**config.mk**
```make
export PLATFORM = sky130hd
export DESIGN_NAME = bp_clint_nhart
export DESIGN_NICKNAME = d
export VERILOG_FILES = /design/src/rtl/bp_clint_nhart.sv
export SDC_FILE = /design/constraint.sdc
export NUM_CORES = 1
export LEC_CHECK = 0
export ABC_AREA = 1
export BUFFER_PORTS_ARGS = -buffer_cell sky130_fd_sc_hd__buf_2
export CAP_MARGIN = 20
export CORE_MARGIN = 5
export CORE_UTILIZATION = 50
export DETAILED_ROUTE_END_ITERATION = 10
export GPL_TIMING_DRIVEN = 0
export MAX_ROUTING_LAYER = met4
export PLACE_DENSITY = 0.7
export SLEW_MARGIN = 0
export SYNTH_ARGS = -nofsm -noshare
export SYNTH_HDL_FRONTEND = slang
export SYNTH_SLANG_ARGS = --single-unit
```
**constraint.sdc**
```tcl
create_clock -name clk_i -period 2.1 [get_ports clk_i]
set_clock_uncertainty 0.2 [all_clocks]
set_input_delay 0.105 -clock clk_i [delete_from_list [all_inputs] [get_ports clk_i]]
set_output_delay 0.105 -clock clk_i [all_outputs]
set_load 0.005 [all_outputs]
```
**src/rtl/bp_clint_nhart.sv**
```systemverilog
// bp_clint_nhart: core-local interruptor for harts_p harts.
//
// Registers (byte offsets within the device):
//   0x0000 + 4h : msip[h]      4B only, bit 0 stored
//   0x4000 + 8h : mtimecmp[h]  8B, or 4B halves at +0 / +4
//   0xBFF8      : mtime        8B, or 4B halves at +0 / +4
//   0xC000 + 4h : meip[h]      4B only, bit 0 stored
//
// Ports:
//   clk_i, reset_i           clock, synchronous active-high reset
//   cmd_v_i/cmd_ready_and_o  command handshake
//   cmd_w_i, cmd_addr_i,     write flag, byte offset,
//   cmd_size_i, cmd_data_i   size (2=4B, 3=8B), LSB-aligned write data
//   resp_v_o/resp_yumi_i     response handshake
//   resp_data_o, resp_err_o  read data (0 on writes/errors), error flag
//   software_irq_o, timer_irq_o, external_irq_o  per-hart interrupt lines
//
// Handshake: a command is accepted on a rising edge where
// cmd_v_i & cmd_ready_and_o. A single response register holds the result,
// valid from the cycle after acceptance until the edge where resp_yumi_i is
// high. Ready is ~resp_v | resp_yumi_i, so a consumed response makes room
// for a new command in the same cycle (one command per cycle sustained).
module bp_clint_nhart #(
  parameter int harts_p    = 4,
  parameter int ds_ratio_p = 8
) (
  input  logic               clk_i,
  input  logic               reset_i,
  input  logic               cmd_v_i,
  output logic               cmd_ready_and_o,
  input  logic               cmd_w_i,
  input  logic [15:0]        cmd_addr_i,
  input  logic [1:0]         cmd_size_i,
  input  logic [63:0]        cmd_data_i,
  output logic               resp_v_o,
  input  logic               resp_yumi_i,
  output logic [63:0]        resp_data_o,
  output logic               resp_err_o,
  output logic [harts_p-1:0] software_irq_o,
  output logic [harts_p-1:0] timer_irq_o,
  output logic [harts_p-1:0] external_irq_o
);

  localparam logic [7:0]  presc_last_lp = 8'(ds_ratio_p - 1);
  localparam logic [11:0] harts_w_lp    = 12'(harts_p);
  localparam logic [10:0] harts_d_lp    = 11'(harts_p);

  // Architectural state
  logic [63:0]        mtime_q, mtime_d;
  logic [7:0]         presc_q, presc_d;
  logic [63:0]        mtimecmp_q [harts_p];
  logic [63:0]        mtimecmp_d [harts_p];
  logic [harts_p-1:0] msip_q, msip_d;
  logic [harts_p-1:0] meip_q, meip_d;

  // Response register
  logic               resp_v_q, resp_v_d;
  logic [63:0]        resp_data_q, resp_data_d;
  logic               resp_err_q, resp_err_d;

  // Decode
  logic [11:0] word_idx;   // hart index for 4B-strided msip/meip
  logic [10:0] dword_idx;  // hart index for 8B-strided mtimecmp
  logic        is8, size_ok, align_ok, hi_half;
  logic        hit_msip, hit_cmp, hit_mtime, hit_meip;
  logic        dec_err, accept, wr_en, tick;
  logic [63:0] rd_data, reg64;
  logic        msip_bit, meip_bit;

  function automatic logic [63:0] merge_w(input logic [63:0] old_val,
                                          input logic [63:0] wdata,
                                          input logic        full,
                                          input logic        hi);
    if (full)    return wdata;
    else if (hi) return {wdata[31:0], old_val[31:0]};
    else         return {old_val[63:32], wdata[31:0]};
  endfunction

  assign cmd_ready_and_o = ~reset_i & (~resp_v_q | resp_yumi_i);
  assign accept          = cmd_v_i & cmd_ready_and_o;
  assign tick            = (presc_q == presc_last_lp);

  assign word_idx  = cmd_addr_i[13:2];
  assign dword_idx = cmd_addr_i[13:3];
  assign is8       = (cmd_size_i == 2'd3);
  assign size_ok   = cmd_size_i[1];
  assign align_ok  = is8 ? (cmd_addr_i[2:0] == 3'b000) : (cmd_addr_i[1:0] == 2'b00);
  assign hi_half   = cmd_addr_i[2];

  // 8B accesses are only meaningful for the 64-bit registers
  assign hit_msip  = (cmd_addr_i[15:14] == 2'b00) && (word_idx < harts_w_lp) && !is8;
  assign hit_cmp   = (cmd_addr_i[15:14] == 2'b01) && (dword_idx < harts_d_lp);
  assign hit_mtime = (cmd_addr_i[15:3] == 13'h17FF);
  assign hit_meip  = (cmd_addr_i[15:14] == 2'b11) && (word_idx < harts_w_lp) && !is8;

  assign dec_err = ~(size_ok & align_ok & (hit_msip | hit_cmp | hit_mtime | hit_meip));
  assign wr_en   = accept & cmd_w_i & ~dec_err;

  // Read mux: reflects register contents before this edge's write
  always_comb begin
    reg64    = '0;
    msip_bit = 1'b0;
    meip_bit = 1'b0;
    rd_data  = '0;
    for (int h = 0; h < harts_p; h++) begin
      if (dword_idx == 11'(h)) reg64 = mtimecmp_q[h];
      if (word_idx == 12'(h)) begin
        msip_bit = msip_q[h];
        meip_bit = meip_q[h];
      end
    end
    if (hit_mtime) reg64 = mtime_q;
    if (hit_msip)      rd_data = {63'b0, msip_bit};
    else if (hit_meip) rd_data = {63'b0, meip_bit};
    else if (is8)      rd_data = reg64;
    else if (hi_half)  rd_data = {32'b0, reg64[63:32]};
    else               rd_data = {32'b0, reg64[31:0]};
  end

  // Next-state logic
  always_comb begin
    presc_d = tick ? 8'd0 : presc_q + 8'd1;
    mtime_d = tick ? mtime_q + 64'd1 : mtime_q;
    // A software write to mtime overrides the increment of the same cycle
    if (wr_en && hit_mtime) mtime_d = merge_w(mtime_q, cmd_data_i, is8, hi_half);

    msip_d = msip_q;
    meip_d = meip_q;
    for (int h = 0; h < harts_p; h++) begin
      mtimecmp_d[h] = mtimecmp_q[h];
      if (wr_en && hit_cmp && (dword_idx == 11'(h)))
        mtimecmp_d[h] = merge_w(mtimecmp_q[h], cmd_data_i, is8, hi_half);
      if (wr_en && hit_msip && (word_idx == 12'(h))) msip_d[h] = cmd_data_i[0];
      if (wr_en && hit_meip && (word_idx == 12'(h))) meip_d[h] = cmd_data_i[0];
    end

    resp_v_d    = resp_v_q;
    resp_data_d = resp_data_q;
    resp_err_d  = resp_err_q;
    if (accept) begin
      resp_v_d    = 1'b1;
      resp_data_d = (cmd_w_i | dec_err) ? 64'd0 : rd_data;
      resp_err_d  = dec_err;
    end else if (resp_yumi_i) begin
      resp_v_d = 1'b0;
    end
  end

  always_ff @(posedge clk_i) begin
    if (reset_i) begin
      mtime_q     <= '0;
      presc_q     <= '0;
      msip_q      <= '0;
      meip_q      <= '0;
      resp_v_q    <= 1'b0;
      resp_data_q <= '0;
      resp_err_q  <= 1'b0;
      for (int h = 0; h < harts_p; h++) mtimecmp_q[h] <= '1;
    end else begin
      mtime_q     <= mtime_d;
      presc_q     <= presc_d;
      msip_q      <= msip_d;
      meip_q      <= meip_d;
      resp_v_q    <= resp_v_d;
      resp_data_q <= resp_data_d;
      resp_err_q  <= resp_err_d;
      for (int h = 0; h < harts_p; h++) mtimecmp_q[h] <= mtimecmp_d[h];
    end
  end

  assign resp_v_o    = resp_v_q;
  assign resp_data_o = resp_data_q;
  assign resp_err_o  = resp_err_q;

  always_comb begin
    for (int h = 0; h < harts_p; h++) timer_irq_o[h] = (mtime_q >= mtimecmp_q[h]);
  end
  assign software_irq_o = msip_q;
  assign external_irq_o = meip_q;

endmodule

```
==> run metrics <==
Synth Area in Simple Gates=0.339; Placer Congestion=1.13; H-tree levels=2; Port Buffers=165; latest clock arrival within the worst-skew pair=0.61 ns; Hold Startpoint=cmd_addr_i[2]; Die ar.=59600 sq um; Setup crit end kind=primary output; first-pass GRT wire length=191000 microns; Slew Limit Fails=0; Slew HR=0.204; CTS sink cnt=402; Syn-to-layout area delta=50.6%; post-synth cell types=52; 1st-iter DRT viols=4843; Data required, critical path=1.79 ns; share of layout cells above drive strength 1=0.364; Die Y=244 microns; commonest cells in the synthesized netlist=nand2_1 (1051), nand3_1 (544), inv_1 (440), dfxtp_1 (402), nor2_1 (286); power per cell area=435 nW/um^2; FILL cells=3920; Post-DP HPWL=98400 microns; RSZ-0062 raised after global routing=true; I/O pin count=166; row count=85; CP Class=reg -> out; Hold Path Class=in -> reg; clk slew on worst S/H paths=0.07 ns; Tcrit/Tclk final=1.50; drc violations=0; Post-Syn Nets=4472; TritonCTS clock tree=built; XOR/XNOR Fraction of Synth Area=0.0172; core area=54100 sq um; Cells after Synth=4127; vias=34500; FF-to-FF End=mtime_q[57]; Reg area=8280 sq um; sequential area share after synthesis=0.293; switching portion of total power=0.268; Max VDD drop=0.548 mV; hold path cells=6; CTS Root Cell=clkbuf_16; pin count of the biggest net entering global routing=15; Compound-Gate Fraction of Synth Area=0.133; Max Root-Sink Buffers=3; Pint=13.2 mW; area of the multi-input gates=22300 sq um; Mapped Area=27400 sq um; Detail Route Antenna Nets=0; Hold Vio Cnt, Final=2; die span in x=244 microns; Yosys top cell by area=dfxtp_1; synthesized flop and latch total=402; min cycle time layout=3.16 ns; largest family of logic cells by synthesized area=simple AND/OR/NAND/NOR gates; largest cells by area after synthesis=dfxtp_1 (29%), nand2_1 (14%), ha_1 (12%), nand3_1 (9.9%), inv_1 (6.0%); top_reg_cell synth=dfxtp_1; Synthesis Warnings=0; P_leak=21.3 nW; Async SR Flop Fraction=0; r2r setup slk=-0.44 ns; Post-Synth Adder-Cell Area=0.118; R2R cell count=13; drt total wl=142000 microns; vias per cell=6.38; syn avg cell area=6.65 sq um; Setup WS post-layout=-1.06 ns; Hold Path End=external_irq_o[2]; initial antenna violation count=3; Final Setup Violations=354; failing checks=negative hold slack, negative setup slack; First-pass DRT Iterations=10; top-count cell post-synth=nand2_1; Worst Tran Pin Value=1.19 ns; worst path arrival time=2.85 ns; number of flops mapped to enable cells by yosys=0; top-area cell type share of the netlist area=0.293; mux contribution to synthesized area=0; sequential share of power=0.423; Clock Power Share=0.498; vias in the first global route=30200; Num CTS Buffers=47; GRT Total Usage=0.433; combinational share of power=0.079; f_max=317 MHz; outcome=complete, but fails checks; r2r startpoint=mtime_q[27]; total grt overflow=0; Routed WL per cell=26.3 microns; Critical Path Fanout Max=2; WHS=-0.0292 ns; dpl ws=-1.35 ns; CP Launch Type=register; switching power total=4.80 mW; Initial Utilization=0.507; Max Cap Viol=0; Final nets=5012
worst max path at each step:
stage          cells after the start              start         endpoint  slack, ns
2_1_floorplan                     13         mtime_q[1]      mtime_q[50]      -0.04
3_3_place_gp                       8        mtime_q[62]   timer_irq_o[0]      -1.71
3_5_place_dp                      13      cmd_addr_i[4]  resp_data_o[14]      -1.35
4_1_cts                            9        mtime_q[62]   timer_irq_o[2]      -0.96
5_1_grt                           11  mtimecmp_q[1][63]   timer_irq_o[1]      -1.07
6_report                          11  mtimecmp_q[1][63]   timer_irq_o[1]      -1.06
power by group through the flow:
stage | clock [mW] | combinational (mW) | sequential [mW]
6_report | 8.93 | 1.42 | 7.60
5_1_grt | 9.21 | 1.44 | 7.60
4_1_cts | 8.85 | 1.21 | 7.60
3_5_place_dp | 0 | 1.04 | 7.83
3_3_place_gp | 0 | 1.01 | 7.83
2_1_floorplan | 0 | 0.471 | 7.82
cells by family (layout without fill, tap and decap cells):
group	after synthesis	after routing
flops	402	402
simple gates	2110	2110
buf+inv	666	1242
fa+ha+maj	258	258
xor+xnor	54	54
other cells	0	5
compound gates	637	637
final cells by class:
type | instances | share of cell area
Antenna cell | 5 | 0.000303
Buffer | 217 | 0.0425
Clock buffer | 65 | 0.0333
Clock inverter | 20 | 0.00609
Inverter | 448 | 0.0421
Multi-Input combinational cell | 3059 | 0.540
Sequential cell | 402 | 0.200
Tap cell | 696 | 0.0211
Timing Repair Buffer | 492 | 0.114
cell usage in the layout (no fill, tap or decap), types with 126 or more instances in the layout:
cell | Yosys | final
a21oi_1 | 282 | 246
buf_2 | 56 | 186
buf_4 | 10 | 126
dfxtp_1 | 402 | 316
ha_1 | 258 | 245
inv_1 | 440 | 410
nand2_1 | 1051 | 695
nand2_4 | 1 | 246
nand3_1 | 544 | 221
nand3_2 | 9 | 307
nor2_1 | 286 | 191
o21ai_0 | 192 | 155
flip-flops by register name, indices dropped and copies added (netlist names):
| name | cells |
|---|---|
| mtimecmp_q | 256 |
| resp_v_o | 1 |
| resp_err_o | 1 |
| presc_q | 8 |
| external_irq_o | 4 |
| resp_data_o | 64 |
| software_irq_o | 4 |
| mtime_q | 64 |
critical path, stage by stage (launching register included):
cell and delay, ns:
dfxtp_2 0.34, inv_1 0.09, ha_4 0.32, nand2_4 0.06, inv_2 0.08, nand3_2 0.10, nor3_4 0.22, nor4b_4 0.38
and3_4 0.33, nand4_1 0.11, nand3_2 0.10, buf_2 0.11
repair_timing:
| item | CTS | global route |
|---|---|---|
| pin swaps | 167 | 281 |
| endpoints found under the setup margin | 395 | 400 |
| cloned | 19 | 19 |
| hold buffers | 70 | 2 |
| endpoints found under the hold margin | 272 | 8 |
| buffers inserted | 124 | 84 |
| resized for setup | 842 | 1096 |
per-layer routing:
layer	up-vias	wire length, microns	share of wire	GRT usage
li1	14900	-	-	-
met1	16200	54700	0.38	0.583
met2	2688	56300	0.40	0.597
met3	651	20400	0.14	0.117
met4	0	10700	0.076	0.215
met5	-	0	0	-
per-stage QoR:
stage | setup TNS [ns] | area (sq um) | std cells | utilization | total power [mW]
6_report | -91.51 | 41300 | 5404 | 0.763 | 18.0
5_1_grt | -94.14 | 41300 | 5402 | 0.763 | 18.2
4_1_cts | -196.75 | 36100 | 5301 | 0.666 | 17.7
3_5_place_dp | -350.60 | 29200 | 5003 | 0.540 | 8.87
3_3_place_gp | -361.92 | 29100 | 4988 | 0.538 | 8.84
2_1_floorplan | -0.0432 | 27400 | 4127 | - | 8.29
Power figures use the tool's default switching activity.
